[src/rtl/cpu7_ifu_fetch_ctl.sv]
// Instruction fetch control: issues fetch requests, tracks in-flight
// responses, squashes stale ones after a redirect, buffers for decode.
module cpu7_ifu_fetch_ctl (
    input  logic        clk,
    input  logic        reset,
    input  logic [31:0] pc_init,
    input  logic        exu_ifu_except,
    input  logic [31:0] exu_ifu_eentry,
    input  logic        exu_ifu_ertn_e,
    input  logic [31:0] exu_ifu_era,
    input  logic        exu_ifu_br_taken,
    input  logic [31:0] exu_ifu_br_target,
    input  logic        exu_ifu_stall_req,
    output logic        inst_req,
    output logic [31:0] inst_addr,
    input  logic        inst_addr_ok,
    output logic        inst_cancel,
    input  logic        inst_valid_f,
    input  logic [31:0] inst_rdata_f,
    output logic        fetch_vld_f,
    output logic [31:0] fetch_inst_f,
    output logic [31:0] fetch_pc_f
);

    typedef enum logic [1:0] {
        BOOT  = 2'd0,
        RUN   = 2'd1,
        FLUSH = 2'd2
    } state_t;

    state_t      state_q;
    state_t      state_d;
    logic [31:0] fetch_pc;
    logic [1:0]  outstanding;
    logic [1:0]  drop_cnt;
    logic [1:0]  drop_next;

    logic        redirect;
    logic [31:0] redir_tgt;
    logic        accept;
    logic        rsp_vld;
    logic        rsp_keep;
    logic        rsp_drop;

    logic [31:0] pcq_mem [2];
    logic        pcq_wr;
    logic        pcq_rd;

    logic [31:0] fifo_pc  [2];
    logic [31:0] fifo_ins [2];
    logic        fifo_wr;
    logic        fifo_rd;
    logic [1:0]  fifo_cnt;
    logic        fifo_pop;

    // Redirect arbitration: exception beats ertn beats taken branch
    always_comb begin
        redirect  = exu_ifu_except | exu_ifu_ertn_e | exu_ifu_br_taken;
        redir_tgt = exu_ifu_br_target;
        if (exu_ifu_except) begin
            redir_tgt = exu_ifu_eentry;
        end else if (exu_ifu_ertn_e) begin
            redir_tgt = exu_ifu_era;
        end
    end

    assign accept    = inst_req & inst_addr_ok;
    assign rsp_vld   = inst_valid_f & (outstanding != 2'd0);
    assign rsp_keep  = rsp_vld & ~redirect & (drop_cnt == 2'd0);
    assign rsp_drop  = rsp_vld & ~redirect & (drop_cnt != 2'd0);
    assign drop_next = outstanding - {1'b0, rsp_vld};
    assign fifo_pop  = fetch_vld_f & ~exu_ifu_stall_req;

    assign inst_addr    = fetch_pc;
    assign fetch_vld_f  = (fifo_cnt != 2'd0);
    assign fetch_pc_f   = fifo_pc[fifo_rd];
    assign fetch_inst_f = fifo_ins[fifo_rd];

    // FSM state register
    always_ff @(posedge clk or posedge reset) begin
        if (reset) begin
            state_q <= BOOT;
        end else begin
            state_q <= state_d;
        end
    end

    // FSM next state: stay in FLUSH until every stale response is gone
    always_comb begin
        state_d = state_q;
        unique case (state_q)
            BOOT: begin
                state_d = RUN;
            end
            RUN: begin
                if (redirect && drop_next != 2'd0) begin
                    state_d = FLUSH;
                end
            end
            FLUSH: begin
                if (redirect) begin
                    state_d = (drop_next == 2'd0) ? RUN : FLUSH;
                end else if (rsp_drop && drop_cnt == 2'd1) begin
                    state_d = RUN;
                end
            end
            default: begin
                state_d = BOOT;
            end
        endcase
    end

    // FSM outputs: request only with a free credit, cancel on redirect
    always_comb begin
        inst_req = (state_q == RUN) & ~redirect &
                   (({1'b0, outstanding} + {1'b0, fifo_cnt}) < 3'd2);
        inst_cancel = redirect & ~reset;
    end

    // Fetch PC: redirect wins, boot loads pc_init, accept advances
    always_ff @(posedge clk or posedge reset) begin
        if (reset) begin
            fetch_pc <= 32'd0;
        end else if (redirect) begin
            fetch_pc <= redir_tgt;
        end else if (state_q == BOOT) begin
            fetch_pc <= pc_init;
        end else if (accept) begin
            fetch_pc <= fetch_pc + 32'd4;
        end
    end

    // In-flight and drop counters
    always_ff @(posedge clk or posedge reset) begin
        if (reset) begin
            outstanding <= 2'd0;
            drop_cnt    <= 2'd0;
        end else begin
            outstanding <= outstanding + {1'b0, accept} - {1'b0, rsp_vld};
            if (redirect) begin
                drop_cnt <= drop_next;
            end else if (rsp_drop) begin
                drop_cnt <= drop_cnt - 2'd1;
            end
        end
    end

    // PC queue holds addresses of live requests only
    always_ff @(posedge clk or posedge reset) begin
        if (reset) begin
            pcq_mem[0] <= 32'd0;
            pcq_mem[1] <= 32'd0;
            pcq_wr     <= 1'b0;
            pcq_rd     <= 1'b0;
        end else if (redirect) begin
            pcq_wr <= 1'b0;
            pcq_rd <= 1'b0;
        end else begin
            if (accept) begin
                pcq_mem[pcq_wr] <= fetch_pc;
                pcq_wr          <= ~pcq_wr;
            end
            if (rsp_keep) begin
                pcq_rd <= ~pcq_rd;
            end
        end
    end

    // Output FIFO towards decode, emptied on redirect
    always_ff @(posedge clk or posedge reset) begin
        if (reset) begin
            fifo_pc[0]  <= 32'd0;
            fifo_pc[1]  <= 32'd0;
            fifo_ins[0] <= 32'd0;
            fifo_ins[1] <= 32'd0;
            fifo_wr     <= 1'b0;
            fifo_rd     <= 1'b0;
            fifo_cnt    <= 2'd0;
        end else if (redirect) begin
            fifo_wr  <= 1'b0;
            fifo_rd  <= 1'b0;
            fifo_cnt <= 2'd0;
        end else begin
            if (rsp_keep) begin
                fifo_pc[fifo_wr]  <= pcq_mem[pcq_rd];
                fifo_ins[fifo_wr] <= inst_rdata_f;
                fifo_wr           <= ~fifo_wr;
            end
            if (fifo_pop) begin
                fifo_rd <= ~fifo_rd;
            end
            fifo_cnt <= fifo_cnt + {1'b0, rsp_keep} - {1'b0, fifo_pop};
        end
    end

endmodule

[config.mk]
export PLATFORM = sky130hd
export DESIGN_NAME = cpu7_ifu_fetch_ctl
export DESIGN_NICKNAME = d
export VERILOG_FILES = /design/src/rtl/cpu7_ifu_fetch_ctl.sv
export SDC_FILE = /design/constraint.sdc
export NUM_CORES = 1
export LEC_CHECK = 0
export ABC_AREA = 1
export BUFFER_PORTS_ARGS = -buffer_cell sky130_fd_sc_hd__buf_2
export CORE_MARGIN = 8
export CORE_UTILIZATION = 45
export DETAILED_ROUTE_END_ITERATION = 7
export PLACE_DENSITY_LB_ADDON = 0.15
export SLEW_MARGIN = 20
export SYNTH_ARGS = -nofsm -noshare
export SYNTH_HDL_FRONTEND = slang
export SYNTH_SLANG_ARGS = --single-unit
[constraint.sdc]
create_clock -name clk -period 9.78 [get_ports clk]
set_clock_uncertainty 0.05 [all_clocks]
set_input_delay 1.956 -clock clk [delete_from_list [all_inputs] [get_ports clk]]
set_output_delay 1.956 -clock clk [all_outputs]
set_load 0.02 [all_outputs]
# Word-level counts from Yosys, hierarchy flattened
# Cells that the tools add are included.
dict set report totals {
  ff_bits 236
  latchBits 0
  ramBits 0
  romBits 0
  in_bits 168
  word_cells 113
  memories 0
}
dict set report op_classes {
  add_sub_neg 8
  mul 0
  div_mod_pow 0
  order_cmp 7
  n_eq_ne 5
  n_shift 0
  n_mux 37
  bitwise_logic 22
  n_reduce_logical 19
}
# operator count
set op_table {}
lappend op_table {{32-bit 2-to-1 mux} 16}
lappend op_table {{64-bit bitwise mux} 3}
lappend op_table {{32-bit demux with 1-bit select} 2}
lappend op_table {{32-bit by 3-bit adder with 32-bit output, second input constant} 1}
lappend op_table {{2-bit nonzero test} 8}
lappend op_table {{2-bit 2-to-1 mux} 7}
lappend op_table {{1-bit bitwise AND} 9}
lappend op_table {{2-bit greater-or-equal comparator, second input constant} 4}
lappend op_table {{1-bit 2-to-1 mux} 8}
lappend op_table {{1-bit NOT with 2-bit output} 4}
lappend op_table {{1-bit NOT} 7}
lappend op_table {{2-bit logical NOT} 3}
lappend op_table {{2-bit one-hot mux with 3 select lines} 1}
lappend op_table {{2-bit AND reduction} 3}
lappend op_table {{2-bit by 1-bit subtractor with 2-bit output} 3}
lappend op_table {{2-bit by 1-bit adder with 2-bit output} 2}
lappend op_table {{2-bit by 1-bit equality test with 1-bit output, second input constant} 2}
lappend op_table {{1-bit logical AND} 4}
lappend op_table {{2-bit by 1-bit < comparator with 1-bit output, second input constant} 2}
lappend op_table {{2-bit by 2-bit adder with 3-bit output} 1}
lappend op_table {{3-bit by 2-bit < comparator with 1-bit output, second input constant} 1}
lappend op_table {{3-bit != test, second input constant} 1}
lappend op_table {{3-bit nonzero test} 1}
lappend op_table {{2-bit equality test, second input constant} 1}
lappend op_table {{3 further kinds} 4}

# Longest topological paths before layout
# Gate-level depths: netlist (run 1).
dict set report logic_depth {
  word_depth 9
  mapped_depth 13
  ltp_nobuf 11
}

# Worst setup path before layout (run 1)
# OpenSTA, ideal clock, no wires.
dict set report synth_timing {
  path_type {input -> output}
  start {in exu_ifu_ertn_e}
  end {out inst_cancel}
  arrival_ps 2866
  required_time_ps 7774
  slack_ps 4908
  cell_stages 7
  n_path_buf 3
  cell_sequence {buf_6 nor2_2 nand2_2 buf_2 inv_1 buf_2 nor2_1}
}
dict set report synth_via {
  elab_chain_cells 3
}
# item line_no
set synth_rtl {}
lappend synth_rtl {{from (decl)} 9} ;# input logic exu_ifu_ertn_e,
lappend synth_rtl {{1-bit bitwise OR (2 in series)} 58} ;# redirect = exu_ifu_except | exu_ifu_ertn_e | exu_ifu_br_taken;
lappend synth_rtl {{1-bit bitwise AND} 117} ;# inst_cancel = redirect & ~reset;
lappend synth_rtl {{to (decl)} 17} ;# output logic inst_cancel,
# Every way passes these cells.

# Worst setup path after layout (run 1)
dict set report layout_timing {
  start {in exu_ifu_except}
  end {out inst_cancel}
}
dict set report layout_via {
  elab_chain_cells 3
}
# item line_no
set layout_rtl {}
lappend layout_rtl {{from (decl)} 7} ;# input logic exu_ifu_except,
lappend layout_rtl {{1-bit bitwise OR (2 in series)} 58}
lappend layout_rtl {{1-bit bitwise AND} 117}
# Every way passes these cells.

==> results of run 1 <==
==> flip-flops by register name (all words and copies together) (netlist names), 2 cells and up <==
signal / flops
outstanding: 2
fifo_pc: 64
drop_cnt: 2
fifo_ins: 64
fifo_cnt: 2
state_q: 2
pcq_mem: 64
inst_addr: 32
==> worst max-delay path by stage <==
stage / startpoint / to / slack, ns / depth (start not counted)
global route: exu_ifu_except / inst_cancel / 3.39 / 7
floorplan: reset / drop_cnt[0]$_DFFE_PP0P_ / 1.30 / 1
finish: exu_ifu_except / inst_cancel / 3.57 / 7
global placement: exu_ifu_except / inst_cancel / 3.70 / 7
CTS: exu_ifu_except / inst_cancel / 3.64 / 7
detailed placement: exu_ifu_except / inst_cancel / 3.64 / 7
==> worst max-delay path: stages <==
cell and delay, ns:
buf_2 0.36, inv_2 0.36, nand2_2 0.16, buf_4 0.55, inv_1 0.46, nor2_1 0.17, buf_2 0.18
==> final cells by class <==
| cell class | instances | area (um2) |
|---|---|---|
| fill | 2647 | 12230 |
| multi-input combinational | 1169 | 5315 |
| clock inverter | 9 | 201.4 |
| sequential | 236 | 5911 |
| tap | 341 | 426.7 |
| inverter | 152 | 583.1 |
| clock buffer | 40 | 794.5 |
| timing repair buffer | 276 | 1414 |
==> cell usage after synthesis, drive strengths merged (7+ instances only) <==
cell	number	area [um2]
clkbuf	49	183.9
nand3	49	245.2
nor2	141	588.1
o21ai	237	1186
buf	44	310.3
ha	7	87.58
a31oi	14	87.58
nand2	576	2177
o211ai	9	67.56
a21oi	83	415.4
o21a	22	165.2
mux2	12	135.1
inv	151	566.8
dfrtp	236	5906
==> layer usage <==
layer  vias up  part of all wire  track usage
met4         0             0.018      0.04821
met5         -                 0            0
met3        38             0.066      0.04734
met1      5161              0.47       0.2866
li1       5666                 -            -
met2       379              0.44       0.3282
==> logic make-up (layout without fill, tap and decap cells) <==
| kind of cell | Yosys count | in the layout | synth area share |
|---|---|---|---|
| buffers and inverters | 245 | 477 | 0.08667 |
| multiplexers | 12 | 12 | 0.01100 |
| adder cells (fa/ha/maj) | 8 | 8 | 0.008758 |
| AND/OR/NAND/NOR | 770 | 770 | 0.2470 |
| XOR/XNOR | 9 | 9 | 0.006416 |
| AO/OA/AOI/OAI | 370 | 370 | 0.1595 |
| flip-flops | 236 | 236 | 0.4807 |
==> stage by stage <==
stage               hold WS [ns]  area (um2)  total power [uW]    util  cells
floorplan                 0.3917       12290              2078       -   1650
global placement          0.4027       13640              2464  0.5074   2174
detailed placement        0.4079       13640              2489  0.5074   2174
CTS                       0.4229       14630              3619  0.5445   2223
global route              0.4373       14650              3812  0.5449   2223
finish                    0.4186       14650              3577  0.5449   2223
==> where the power goes <==
part | leakage (uW) | switching [uW] | internal [uW] | total, uW
Sequential | 0.00292 | 134 | 1230 | 1360
Combinational | 0.00390 | 751 | 355 | 1110
Clock | 0.000484 | 393 | 717 | 1110
Total | 0.00731 | 1280 | 2300 | 3580
==> metrics.md, run 1 <==
| Metric | Value |
|---|---|
| Initial Util | `0.4571` |
| Buffers on Ports | `266` |
| GRT Total Usage | `0.2078` |
| WP data required | `7.77 ns` |
| RSZ-0062 raised after global routing | `no` |
| Final slew viol count | `0` |
| Post-Synthesis Cells | `1,650` |
| Worst Setup End Kind | `output port` |
| Setup ws final | `3.569 ns` |
| Post-CTS Hold Fix Bufs | `0` |
| H-tree depth | `1` |
| Yosys cell types | `35` |
| Leading register cell type out of synthesis | `dfrtp_1` |
| Residual DRC | `0` |
| Seq/Total Area, Yosys | `0.4807` |
| Largest net degree at the start of global routing | `156` |
| Remaining antenna violation count | `0` |
| Asr flop ratio synth | `1.000` |
| Clock Latency Late Sink | `about 0.54 ns` |
| Syn_nets | `1,826` |
| Drt wl/cell | `15.62 um` |
| Drt total wl | `~35,000 um` |
| Peak VDD IR | `between 150 and 200 uV` |
| Fraction of layout cells with a size suffix above 1 | `0.1854` |
| Vias in the first global route | `10,930` |
| GP Congestion | `0.8986` |
| Clk pin slew, worst setup/hold paths | `0.06 ns` |
| TritonCTS clock tree | `built` |
| Synthesized area per cell | `7.446 um2` |
| NumNets Final | `2,038` |
| R2R Path Start | `outstanding[0]$_DFF_PP0_` |
| Yosys warns | `0` |
| Fin crit share | `0.6351` |
| Relative slew margins | `0.3711` |
| Die Wd | `181.2 um` |
| Setup Buffers After CTS | `0` |
| Vias | `11,240` |
| Hold Vio Cnt, Final | `0` |
| Core Box Area | `26,880 um2` |
| Area delta synth->final | `19.21%` |
| ANT cells | `0` |
| Overflow left after global routing | `0` |
| Status | `complete, no violations` |
| CTS Root Cell | `clkbuf_16` |
| HP Class | `reg2reg` |
| Setup slack, reg-to-reg | `6.70 ns` |
| Lkg Pwr | `0.007312 uW` |
| Final setup vio count | `0` |
| Number of cells on the worst hold path | `2` |
| Commonest cells after routing, fill and taps aside | `572 x nand2_1, 266 x buf_2, 234 x dfrtp_1` |
| End of the worst hold path | `fifo_pc[1]$_DFFE_PP0P_` |
| Pre-CTS setup slack | `3.643 ns` |
| Iter 0 DRT Violations | `883` |
| PostCTS Resize Cnt | `0` |
| Commonest non-fill, non-tap cell in the layout | `nand2_1` |
| Power density over the cells | `about 240 nW/um2` |
| TNS Setup | `0 ns` |
| CTS sink count | `236` |
| WP data arrival | `4.21 ns` |
| Number of max-cap violations | `0` |
| First-pass GRT wire length | `56,920 um` |
| Clock buffer depth | `3` |
| Slew @ Worst Pin | `0.9434 ns` |
| Post-synthesis register bit count | `236` |
| Row cnt | `60` |
| Achievable Freq | `0.1610 GHz` |
| CTS Buf Count | `27` |
| Die ar. | `32,840 um2` |
| CP max FO | `67` |
| HP Start | `fifo_pc[1]$_DFFE_PP0P_` |
| HPWL after DPL | `approximately 24,000 um` |
| Cell Area, Synth | `12,290 um2` |
| Die Height | `roughly 180 um` |
| Final min period | `about 6.2 ns` |
| Critical Path Start Type | `input pin` |
| Detailed Routing Iterations Pass 1 | `5` |
| Capturing point of the worst reg2reg path | `pcq_mem[20]$_DFFE_PP0P_` |
| Initial antenna violation count | `0` |
| Register-to-Register Path Depth | `10` |
| Number of flops mapped to enable cells by yosys | `0` |
| WS Path Type | `in2out` |
| IO Pins | `about 270` |
| Vias/cell | `5.058` |
No activity file was read; power rests on OpenSTA's default activity.
==> run 2: changes to the inputs <==
--- a/config.mk
+++ b/config.mk
@@ -5,7 +5,7 @@
 export SDC_FILE = /design/constraint.sdc
 export NUM_CORES = 1
 export LEC_CHECK = 0
-export ABC_AREA = 1
+export ABC_AREA = 0
 export BUFFER_PORTS_ARGS = -buffer_cell sky130_fd_sc_hd__buf_2
 export CORE_MARGIN = 8
 export CORE_UTILIZATION = 45
==> constraint.sdc (replaced) <==
create_clock -name clk -period 5.53 [get_ports clk]
set_clock_uncertainty 0.05 [all_clocks]
set_input_delay 1.106 -clock clk [delete_from_list [all_inputs] [get_ports clk]]
set_output_delay 1.106 -clock clk [all_outputs]
set_load 0.02 [all_outputs]
==> metrics.md, run 2 <==
| Metric | Value |
|---|---|
| IO Pins | `267 (unchanged)` |
| Final core occ | `0.5446 (about the same)` |
| Sequential Power Share | `0.409 (+0.029)` |
| HPWL after DPL | `23,490 um (-2.6%)` |
| Largest cells by area after synthesis | `dfrtp_1 50%, mux2_2 16%, a21oi_1 3.5%` |
| CP max FO | `36 (-46%)` |
| Register-to-Register Path Depth | `8 (-2)` |
| Leading register cell type out of synthesis | `dfrtp_1` |
| Largest net degree at the start of global routing | `128 (-18%)` |
| Mux contribution to synthesized area | `0.2165 (+0.2055)` |
| Status | `complete, no violations` |
| Gr busiest metal | `met2` |
| Yosys warns | `0 (unchanged)` |
| Final Instance Area | `14,070 um2 (-3.9%)` |
| Clock power frac | `0.254 (-0.056)` |
| Drt total wl | `32,950 um (-5.1%)` |
| TritonCTS clock tree | `built` |
| Area delta synth->final | `19.88%` |
| H-tree depth | `1 (unchanged)` |
| First-pass GRT wire length | `52,450 um (-7.9%)` |
| Final slew viol count | `0 (unchanged)` |
| Seq/Total Area, Yosys | `0.5031 (+0.02244)` |
| PostCTS Resize Cnt | `0 (unchanged)` |
| Post-Synthesis Cells | `1,054 (-36%)` |
| Sw frac | `0.3535 (-0.003834)` |
| Achievable Freq | `between 0.2 and 0.3 GHz` |
| Global routing usage on met1 | `0.2881 (+0.001502)` |
| Capturing point of the worst reg2reg path | `pcq_mem[63]$_DFFE_PP0P_` |
| Largest registers | `fifo_ins x64, fifo_pc x64, pcq_mem x64` |
| CTS Root Cell | `clkbuf_16` |
| Yosys top cell area share | `0.5031 (+0.02244)` |
| Number of max-cap violations | `0 (unchanged)` |
| Logic gate share of total power | `0.337 (+0.028)` |
| Number of flops mapped to enable cells by yosys | `0 (unchanged)` |
| Filler Cell Count | `2,327 (-12%)` |
| Initial antenna violation count | `2 (+2)` |
| Clock buffer depth | `3 (unchanged)` |
| Clk pin slew, worst setup/hold paths | `0.06 ns (about the same)` |
| HP Class | `reg2reg` |
| Post-synthesis register bit count | `236 (unchanged)` |
| Vias in the first global route | `9,308 (-15%)` |
| Die Wd | `177.5 um (-2.1%)` |
| End of the worst hold path | `pcq_mem[50]$_DFFE_PP0P_` |
| Fraction of layout cells with a size suffix above 1 | `0.4003 (+0.2149)` |
| NumNets Final | `1,457 (-29%)` |
| Commonest non-fill, non-tap cell in the layout | `buf_2` |
| Final min period | `~3.8 ns` |
| Met3 usage | `0.04787 (+0.0005303)` |
| Slew @ Worst Pin | `1.123 ns (+0.1795 ns)` |
| Overflow left after global routing | `0 (unchanged)` |
| Synth top cells by count | `236 x dfrtp_1, 166 x mux2_2, 107 x nor2_1, 83 x a21oi_1` |
| Commonest cells after routing, fill and taps aside | `266 x buf_2, 234 x dfrtp_1, 166 x mux2_2` |
| HP Start | `pcq_mem[50]$_DFFE_PP0P_` |
| Met2 usage | `0.3146 (-0.01364)` |
| GRT Total Usage | `0.2065 (-0.001325)` |
| Int Pwr | `3986 uW (+73%)` |
| Main combinational cell family by area after synthesis | `multiplexers` |
| TNS Setup | `0 ns (unchanged)` |
| Peak VDD IR | `241.8 uV (+45%)` |
| Cell Area, Synth | `11,740 um2 (-4.5%)` |
| Residual DRC | `0 (unchanged)` |
| Post-Synth Adder-Cell Area | `0.009167 (+0.0004089)` |
| XOR/XNOR share of the synthesized area | `0.01343 (+0.007015)` |
| Asr flop ratio synth | `1.000 (unchanged)` |
| Iter 0 DRT Violations | `646 (-27%)` |
| Buffers on Ports | `266 (unchanged)` |
| Row cnt | `59 (-1.7%)` |
| WP data required | `4.37 ns (-3.40 ns)` |
| Syn_nets | `1,230 (-33%)` |
| GP Congestion | `0.8495 (-5.5%)` |
| Initial Util | `0.4543 (-0.002837)` |
| Fin crit share | `0.6811` |
| Post-synthesis simple-gate area fraction | `0.09924 (-0.1477)` |
| Power density over the cells | `438.2 nW/um2 (+79%)` |
| Setup Buffers After CTS | `0 (unchanged)` |
| Count leader, synth | `dfrtp_1` |
| Remaining antenna violation count | `0 (unchanged)` |
| WS Path Type | `reg2out` |
| Lkg Pwr | `0.006724 uW (-8.0%)` |
| Drt wl/cell | `20.16 um (+29%)` |
| Synthesized area per cell | `11.14 um2 (+50%)` |
| CTS sink count | `236 (unchanged)` |
| Final setup vio count | `0 (unchanged)` |
| Critical Path Start Type | `flip-flop` |
| Worst Setup End Kind | `output port` |
| Yosys cell types | `66 (+89%)` |
| Switching Power | `2179 uW (+70%)` |
| Relative slew margins | `0.2514 (-0.1196)` |
| Hold Vio Cnt, Final | `0 (unchanged)` |
| Core Box Area | `25,840 um2 (-3.9%)` |
| Number of cells on the worst hold path | `2 (unchanged)` |
| Die Height | `177.5 um (-2.1%)` |
| Compound-Gate Fraction of Synth Area | `0.1224 (-0.03711)` |
| Post-CTS Hold Fix Bufs | `0 (unchanged)` |
| RSZ-0062 raised after global routing | `no` |
| Vias/cell | `5.527 (+9.3%)` |
| Die ar. | `31,510 um2 (-4.1%)` |
| Post-Place Cell Area | `13,300 um2 (-2.5%)` |
| Clock Latency Late Sink | `0.51 ns (-0.03 ns)` |
| WP data arrival | `2.61 ns (-1.60 ns)` |
| Vias | `9,036 (-20%)` |
| CTS Buf Count | `25 (-7.4%)` |
| Setup slack, reg-to-reg | `2.18 ns (-4.52 ns)` |
| Detailed Routing Iterations Pass 1 | `5 (unchanged)` |
| R2R Path Start | `outstanding[0]$_DFF_PP0_` |
| Yosys top cell by area | `dfrtp_1` |
| Hold_ws | `0.4426 ns (+0.02402 ns)` |
-- run 2: cell count changes in the layout (fill, tap and decap cells not counted), moves of 21 or more --
cell | before | now
mux2_2 | 9 | 166
nand3_1 | 49 | 16
o21ai_0 | 222 | 45
inv_1 | 148 | 16
nand2_1 | 572 | 45
mux2i_1 | 0 | 36
nor2_1 | 131 | 106
a22oi_1 | 0 | 21
-- run 2: layout make-up --
cell class / instances / area [um2] / area share
diodes: 1 / 2.502 / 0.0001778
clock buffers: 42 / 749.5 / 0.05326
clock inverters: 3 / 18.77 / 0.001334
inverters: 18 / 71.32 / 0.005068
multi-input cells: 722 / 5443 / 0.3868
flip-flops and latches: 236 / 5908 / 0.4199
well taps: 335 / 419.2 / 0.02979
repair buffers: 278 / 1459 / 0.1037
-- run 2: critical path, cell delays in order, from the launching register on --
cell and delay, ns:
dfrtp_2 0.99, buf_4 0.53, mux2_2 0.39, buf_2 0.17
-- run 2: layer usage --
metal | wire length (um) | share of wire
met3 | 2482 | 0.075
met4 | 809 | 0.025
met2 | 14580 | 0.44
met5 | 8 | 0.00024
met1 | 15070 | 0.46
-- run 2: worst max-delay path by stage --
stage / startpoint / endpoint / slack (ns) / depth (start not counted)
final: fifo_rd$_DFFE_PP0P_ / fetch_pc_f[10] / 1.76 / 3
after floorplan: reset / drop_cnt[0]$_DFFE_PP0P_ / 1.28 / 1
after CTS: fifo_rd$_DFFE_PP0P_ / fetch_pc_f[4] / 1.70 / 3
after detailed placement: exu_ifu_ertn_e / pcq_mem[33]$_DFFE_PP0P_ / 1.65 / 6
after global placement: exu_ifu_ertn_e / pcq_mem[33]$_DFFE_PP0P_ / 1.71 / 6
after global routing: fifo_rd$_DFFE_PP0P_ / fetch_inst_f[17] / 1.60 / 3
-- run 2: through the flow --
| stage | total power [uW] | cells | worst slack [ns] |
|---|---|---|---|
| floorplan | 3904 | 1054 | 1.282 |
| global placement | 4596 | 1589 | 1.705 |
| detailed placement | 4630 | 1589 | 1.647 |
| CTS | 6230 | 1634 | 1.698 |
| global route | 6527 | 1635 | 1.599 |
| finish | 6165 | 1635 | 1.764 |
-- run 2: kinds of logic after synthesis --
kind of cell / count (synthesis)
flip-flops: 236
AND/OR/NAND/NOR: 245
adder cells (fa/ha/maj): 8
AO/OA/AOI/OAI: 228
multiplexers: 223
buffers and inverters: 96
XOR/XNOR: 18
-- run 2: power by group through the flow --
stage          logic [uW]  clock network (uW)  registers, uW
6_report             2080                1570           2520
5_1_grt              2260                1680           2590
4_1_cts              2100                1610           2520
3_5_place_dp         2080                   0           2550
3_3_place_gp         2060                   0           2530
2_1_floorplan        1440                   0           2470
==> run 3: changes to the inputs <==
==> constraint.sdc (replaced) <==
create_clock -name clk -period 3.67 [get_ports clk]
set_clock_uncertainty 0.05 [all_clocks]
set_input_delay 0.734 -clock clk [delete_from_list [all_inputs] [get_ports clk]]
set_output_delay 0.734 -clock clk [all_outputs]
set_load 0.02 [all_outputs]
==> metrics.md, run 3 (synthesis results as in run 2) <==
| Metric | Value |
|---|---|
| Critical Path Start Type | `flip-flop` |
| Drt wl/cell | `20.36 um (+1.0%)` |
| Met2 usage | `0.3273 (+0.01272)` |
| H-tree depth | `1 (unchanged)` |
| First-pass GRT wire length | `53,530 um (+2.1%)` |
| Remaining antenna violation count | `0 (unchanged)` |
| Final setup vio count | `0 (unchanged)` |
| Status | `complete, no violations` |
| CTS Root Cell | `clkbuf_16` |
| Number of max-cap violations | `0 (unchanged)` |
| WP data required | `4.02 ns (-0.35 ns)` |
| CTS Buf Count | `26 (+4.0%)` |
| Die Wd | `177.5 um (unchanged)` |
| WS Path Type | `reg2reg` |
| Setup slack, reg-to-reg | `0.48 ns (-1.70 ns)` |
| Row cnt | `59 (unchanged)` |
| Setup ws final | `0.4766 ns (-1.287 ns)` |
| Final min period | `3.193 ns` |
| CP max FO | `37 (+2.8%)` |
| RSZ-0062 raised after global routing | `no` |
| Hold Vio Cnt, Final | `0 (unchanged)` |
| Vias in the first global route | `9,565 (+2.8%)` |
| Final std cells w/o fill | `1,644 (+0.55%)` |
| Post-Place Cell Area | `13,390 um2 (+0.71%)` |
| Worst Setup End Kind | `flip-flop` |
| Overflow left after global routing | `0 (unchanged)` |
| Post-CTS Hold Fix Bufs | `0 (unchanged)` |
| HPWL after DPL | `24,160 um (+2.8%)` |
| HP Class | `in2async` |
| ANT cells | `0 (-1)` |
| Die Height | `177.5 um (unchanged)` |
| Largest net degree at the start of global routing | `173 (+35%)` |
| Vias | `9,232 (+2.2%)` |
| Total power | `9527 uW (+55%)` |
| PostCTS Resize Cnt | `0 (unchanged)` |
| Gr busiest metal | `met2` |
| Drt total wl | `33,470 um (+1.6%)` |
| Initial antenna violation count | `0 (-2)` |
| Commonest non-fill, non-tap cell in the layout | `buf_2` |
| Area delta synth->final | `21.28%` |
| R2R Path Start | `outstanding[0]$_DFF_PP0_` |
| Clk pin slew, worst setup/hold paths | `0.06 ns (about the same)` |
| NumNets Final | `1,468 (+0.75%)` |
| Capturing point of the worst reg2reg path | `pcq_mem[63]$_DFFE_PP0P_` |
| Largest registers | `fifo_ins x64, fifo_pc x64, pcq_mem x64` |
| IO Pins | `267 (unchanged)` |
| Final slew viol count | `0 (unchanged)` |
| Slew @ Worst Pin | `1.070 ns (-0.05330 ns)` |
| Fin crit share | `0.8701` |
| Buffers on Ports | `266 (unchanged)` |
| Iter 0 DRT Violations | `620 (-4.0%)` |
| Die ar. | `31,510 um2 (unchanged)` |
| Clock buffer depth | `3 (unchanged)` |
| Filler Cell Count | `2,333 (+0.26%)` |
| Pre-CTS setup slack | `0.4773 ns (-1.169 ns)` |
| Relative slew margins | `0.2869 (+0.03553)` |
| Setup Buffers After CTS | `0 (unchanged)` |
| Achievable Freq | `0.3131 GHz` |
| Global routing usage on met1 | `0.2929 (+0.004793)` |
| WP data arrival | `3.54 ns (+0.93 ns)` |
| Final core occ | `0.5509 (+0.006344)` |
| Final Instance Area | `14,230 um2 (+1.2%)` |
| Register-to-Register Path Depth | `8 (unchanged)` |
| Residual DRC | `0 (unchanged)` |
| Clock Latency Late Sink | `0.52 ns (about the same)` |
| Lkg Pwr | `0.006803 uW (+1.2%)` |
| Inst Count DP | `1,599 (+0.63%)` |
| Initial Util | `0.4543 (unchanged)` |
| Commonest cells after routing, fill and taps aside | `266 x buf_2, 234 x dfrtp_1, 166 x mux2_2` |
| Met3 usage | `0.04426 (-0.003617)` |
| Peak VDD IR | `386.5 uV (+60%)` |
| Core Box Area | `25,840 um2 (unchanged)` |
| GRT Total Usage | `0.2109 (+0.004354)` |
| CTS sink count | `236 (unchanged)` |
| Vias/cell | `5.616 (+1.6%)` |
| Fraction of layout cells with a size suffix above 1 | `0.4049 (+0.004581)` |
| TritonCTS clock tree | `built` |
| Detailed Routing Iterations Pass 1 | `5 (unchanged)` |
| GP Congestion | `0.8861 (+4.3%)` |
| Power density over the cells | `669.2 nW/um2 (+53%)` |
-- run 3: how the worst max path moves through the flow --
stage	slack [ns]	end	cells past startpoint	from
CTS	0.45	pcq_mem[63]$_DFFE_PP0P_	8	outstanding[0]$_DFF_PP0_
finish	0.48	pcq_mem[63]$_DFFE_PP0P_	8	outstanding[0]$_DFF_PP0_
floorplan	-0.21	drop_cnt[0]$_DFFE_PP0P_	1	reset
global placement	0.57	pcq_mem[63]$_DFFE_PP0P_	8	outstanding[0]$_DFF_PP0_
global route	0.24	pcq_mem[63]$_DFFE_PP0P_	8	outstanding[0]$_DFF_PP0_
detailed placement	0.48	pcq_mem[63]$_DFFE_PP0P_	8	outstanding[0]$_DFF_PP0_
-- run 3: metal layers --
| layer | vias to the layer above | part of all wire | wire, um |
|---|---|---|---|
| met2 | 376 | 0.45 | 15040 |
| met5 | - | 0 | 0 |
| li1 | 4308 | - | - |
| met4 | 0 | 0.021 | 719 |
| met1 | 4503 | 0.46 | 15260 |
| met3 | 45 | 0.073 | 2457 |
-- run 3: metrics by stage --
stage          hold WS, ns  setup TNS, ns
2_1_floorplan       0.4049         -48.59
3_3_place_gp        0.4211              0
3_5_place_dp        0.4268              0
4_1_cts            0.04427              0
5_1_grt            0.05809              0
6_report           0.06471              0
-- run 3: cell type report --
| type | count | area [um2] | area share |
|---|---|---|---|
| inverters | 18 | 71.32 | 0.005010 |
| clock buffers | 43 | 785.8 | 0.05520 |
| multi-input cells | 722 | 5431 | 0.3816 |
| clock inverters | 2 | 60.06 | 0.004219 |
| repair buffers | 288 | 1559 | 0.1095 |
| well taps | 335 | 419.2 | 0.02945 |
| flip-flops and latches | 236 | 5908 | 0.4150 |
-- run 3: power by group --
group	total (uW)	internal (uW)	switching [uW]
combinational	3140	1360	1780
sequential	3800	3270	529
clock	2590	1580	1000
total	9530	6220	3310
-- run 3: worst max-delay path, stage by stage (launching register included) --
cell and delay [ns]:
dfrtp_1 0.46, and2_1 0.19, fa_1 0.49, nor4b_2 0.34
nand2_2 0.19, nor2_4 0.14, inv_2 0.09, or2_2 0.67
mux2_1 0.45
